**src/rtl/inst_trace_checker.sv**
```systemverilog
// Instruction-address trace checker: compares each retired InstAdd against a loadable
// expected-address table and drives periodic IRQ stimulus into the core during a run.

module inst_trace_irq_ch #(
  parameter int CNT_W = 16
) (
  input  logic             clk,
  input  logic             RESET_N,
  input  logic             i_clr,
  input  logic             i_run,
  input  logic             i_live,
  input  logic             i_en,
  input  logic [CNT_W-1:0] i_period,
  input  logic [CNT_W-1:0] i_width,
  output logic             o_irq
);
  logic [CNT_W-1:0] r_k;
  logic             r_irq;
  logic [CNT_W-1:0] w_per;
  logic             w_hit;

  assign w_per = (i_period == '0) ? CNT_W'(1) : i_period;
  // k >= P-W evaluated as k+W >= P so that W >= P needs no underflow special case
  assign w_hit = ({1'b0, r_k} + {1'b0, i_width}) >= {1'b0, w_per};
  assign o_irq = r_irq;

  always_ff @(posedge clk or negedge RESET_N) begin
    if (!RESET_N) begin
      r_k   <= '0;
      r_irq <= 1'b0;
    end else begin
      if (i_clr)      r_k <= '0;
      else if (i_run) r_k <= (r_k >= w_per - CNT_W'(1)) ? '0 : r_k + CNT_W'(1);
      r_irq <= i_live & i_en & w_hit;
    end
  end
endmodule

```
**config.mk**
```make
export PLATFORM = sky130hd
export DESIGN_NAME = inst_trace_irq_ch
export DESIGN_NICKNAME = d
export VERILOG_FILES = /design/src/rtl/inst_trace_checker.sv
export SDC_FILE = /design/constraint.sdc
export NUM_CORES = 1
export LEC_CHECK = 0
export BUFFER_PORTS_ARGS = -buffer_cell sky130_fd_sc_hd__buf_4
export CAP_MARGIN = 20
export CELL_PAD_IN_SITES_DETAIL_PLACEMENT = 1
export CELL_PAD_IN_SITES_GLOBAL_PLACEMENT = 1
export CORE_MARGIN = 3
export CORE_UTILIZATION = 47
export CTS_BUF_LIST = sky130_fd_sc_hd__clkbuf_16
export DETAILED_ROUTE_END_ITERATION = 12
export HOLD_SLACK_MARGIN = 0.15
export PLACE_DENSITY_LB_ADDON = 0.1
export SYNTH_ARGS = -nofsm -noshare
export SYNTH_HDL_FRONTEND = slang
export SYNTH_SLANG_ARGS = --single-unit
export TNS_END_PERCENT = 1
```
**constraint.sdc**
```tcl
create_clock -name clk -period 10 [get_ports clk]
set_clock_uncertainty 0.1 [all_clocks]
set_input_delay 2 -clock clk [delete_from_list [all_inputs] [get_ports clk]]
set_output_delay 2 -clock clk [all_outputs]
set_load 0.005 [all_outputs]
```
==> impl_metrics.toml <==
[status]
status = "finished clean"

[critical_path]
crit_top_cell = "nor2_1"
worst_ep_required_time_ns = 10.04
slowest_stage = "o31a_1"
cp.arrival_ns = 5.95
path_delay_family = "simple AND/OR/NAND/NOR gates"
worstSetupPathType = "primary input to register"
slowest_delay_ns = 0.73
cp-end-kind = "register"
path_buf_inv = 1
cp_cell_sequence = "buf_4 -> or4_1 -> nor3_1 -> nand3_1 -> nor2_1 -> nor2_1 -> ha_1 -> and3_1 -> nand2_1 -> nor3_1 -> xnor2_1 -> ha_1 -> nand4_1 -> nor2_1 -> o31a_1 -> nor2_1 -> a22o_1"
cp-startpoint = "i_period[9]"
worstReg2RegStart = "r_k[0]$_DFFE_PN0P_"
crit_path_start_kind = "primary input"
path_max_fanout = 26

[synthesis]
synth.most_common_cell = "ha_1"
synth_top_area_share_pct = 21.8
syn_nets = 432
synth.distinct_cells = 58
netlist_area_um2 = 2750
synth.largest_area_cell = "ha_1"
synth_seq_area_share_pct = 15.5
syn_inst = 345
synth.top_cells.by_count = "ha_1, nor2_1, inv_1, nand2_1, a21oi_1"
ys_top_cells_by_area = "ha_1, dfrtp_1, xnor2_1, a21oi_1, nor2_1"
synth_seq_cells = 17
async_reset_ff_share_pct = 100
synthFlopType = "dfrtp_1"
synth_edf_count = 0
yosysWarnings = 0
syn_area_per_cell_um2 = 7.98

[placed_design]
placed_cell_area_um2 = 3110
gp_congestion = 0.897
dpl.hpwl_um = 6750
portBuffers = 38

[grt]
grt_pass1_wl_um = 13600
antenna_found_initial = 0
grt_max_degree = 27
gr-total-overflow = 0
track_usage_pct = 25.4
grt_pass1_vias = 2842

[clock_network]
cts.path.max_buffers = 2
cts_buffers = 3
clk_latency_ns = 0.25
cts_sinks = 17
cts_hold_buffers = 0
cts_post_setup_buffers_inserted = 0
cts_tree = "done"
cts.htree.levels = 1
clockRootBuffer = "clkbuf_16"
clkSlewWorstSetupHoldPaths_ns = 0.05
cts-resized-gates = 0

[floorplan]
die_area_um2 = 6810
io_pins = 39
fp.dieH_um = 82.5
row_count = 27
fp.dieW_um = 82.5
core_um2 = 5570
initial_utilization_pct = 49.4

[hold_path]
hold_class = "register to register"
min_from = "r_k[15]$_DFFE_PN0P_"

[cells_and_area]
nFillCells = 734
num_antenna_cells = 0
fin_area_um2 = 3190
multi_input_area_um2 = 2210
fin_nets = 469
finish.utilization_pct = 57.1
seqCellArea_um2 = 425
drive_gt1_share_pct = 13.6
synthToLayoutAreaGrowth_pct = 15.8

[pwr]
ir_worst_vdd_mv = 0.105
cellPowerDensity_nw_per_um2 = 77.3
p_leak_nw = 1.47

[sta]
min_period_over_period_pct = 59.1
fmax_ghz = 0.169
final_max_slew_viol_count = 0
finalCriticalPeriod_ns = 5.91
final.setup.tns_ns = 0
worst_slew_pin_slew_ns = 0.884
slew_headroom_pct = 41.0
setup_viol = 0
final-hold-violation-count = 0
grt_setup_unrepaired = "no"

[detailed_routing]
remaining_drc_errors = 0
drt-total-wl_um = 8240
drt_pass1_iterations = 4
antenna_left = 0
avgViaCountPerCell = 6.28
wire_per_inst_um = 18.2
drt_iter0_drc = 70
num_vias = 2844

[job]
cap_violations = 0
==> logic make-up after synthesis <==
| logic type | share of synthesized area, % |
|---|---|
| AND/OR/NAND/NOR | 25.2 |
| adder cells (fa/ha/maj) | 22.9 |
| flip-flops | 15.5 |
| buffers and inverters | 4.14 |
| XOR/XNOR | 6.68 |
| AO/OA/AOI/OAI | 25.6 |
==> per-layer routing <==
layer / vias to the layer above / track usage [%] / routed length (um)
met3: 11 / 2.49 / 287
met2: 45 / 45.0 / 4130
met4: 0 / 6.21 / 123
met1: 1399 / 33.0 / 3700
li1: 1389 / - / -
met5: - / 0 / 0
==> worst paths after layout <==
path	slack (ns)	cells after the start	end
setup / recovery	4.09	17	r_k[1]$_DFFE_PN0P_
hold / removal	0.51	1	r_k[15]$_DFFE_PN0P_
setup reg to reg	5.67	15	o_irq$_DFF_PN0_
hold reg to reg	0.51	1	r_k[15]$_DFFE_PN0P_
max in group asynchronous	8.10	1	r_k[9]$_DFFE_PN0P_
min in group asynchronous	1.51	1	r_k[12]$_DFFE_PN0P_
==> through the flow <==
step / total power, W / instances / hold WS [ns] / setup WS, ns
floorplan: 0.000133 / 345 / 0.435 / 4.47
finish: 0.000246 / 453 / 0.509 / 4.09
detailed placement: 0.000167 / 449 / 0.505 / 3.85
global placement: 0.000163 / 449 / 0.504 / 3.94
CTS: 0.000247 / 453 / 0.526 / 4.08
global route: 0.000263 / 453 / 0.547 / 3.69
==> layout make-up <==
| cell class | count | share of cell area [%] |
|---|---|---|
| sequential | 17 | 13.4 |
| timing repair buffer | 39 | 9.19 |
| tap | 72 | 2.83 |
| inverter | 23 | 2.71 |
| clock buffer | 3 | 2.36 |
| multi-input combinational | 298 | 69.4 |
| clock inverter | 1 | 0.118 |
==> power breakdown <==
part / switching, W / internal, W
registers: 0.00000417 / 0.0000710
clock network: 0.0000264 / 0.0000531
logic: 0.0000496 / 0.0000418
==> cells in the final DEF (no fill, tap or decap), types with 3 or more instances in the layout <==
cell,instances
ha_1,48
buf_4,39
nor2_1,28
inv_1,24
nand2_1,23
a21oi_1,21
xnor2_1,19
dfrtp_1,17
nand3_1,12
nor3_1,11
o21a_1,10
nor3b_1,10
o21ai_0,9
and3_1,9
o311ai_0,8
nor4_1,7
nor2b_1,7
a211oi_1,7
nand2b_1,6
a31oi_1,5
nand4_1,5
o31ai_1,5
a22o_1,5
o211ai_1,3
clkbuf_16,3
==> registers in the layout (all words and copies together) (netlist names) <==
name,cells
r_k,16
o_irq,1
Power figures use the tool's default switching activity.
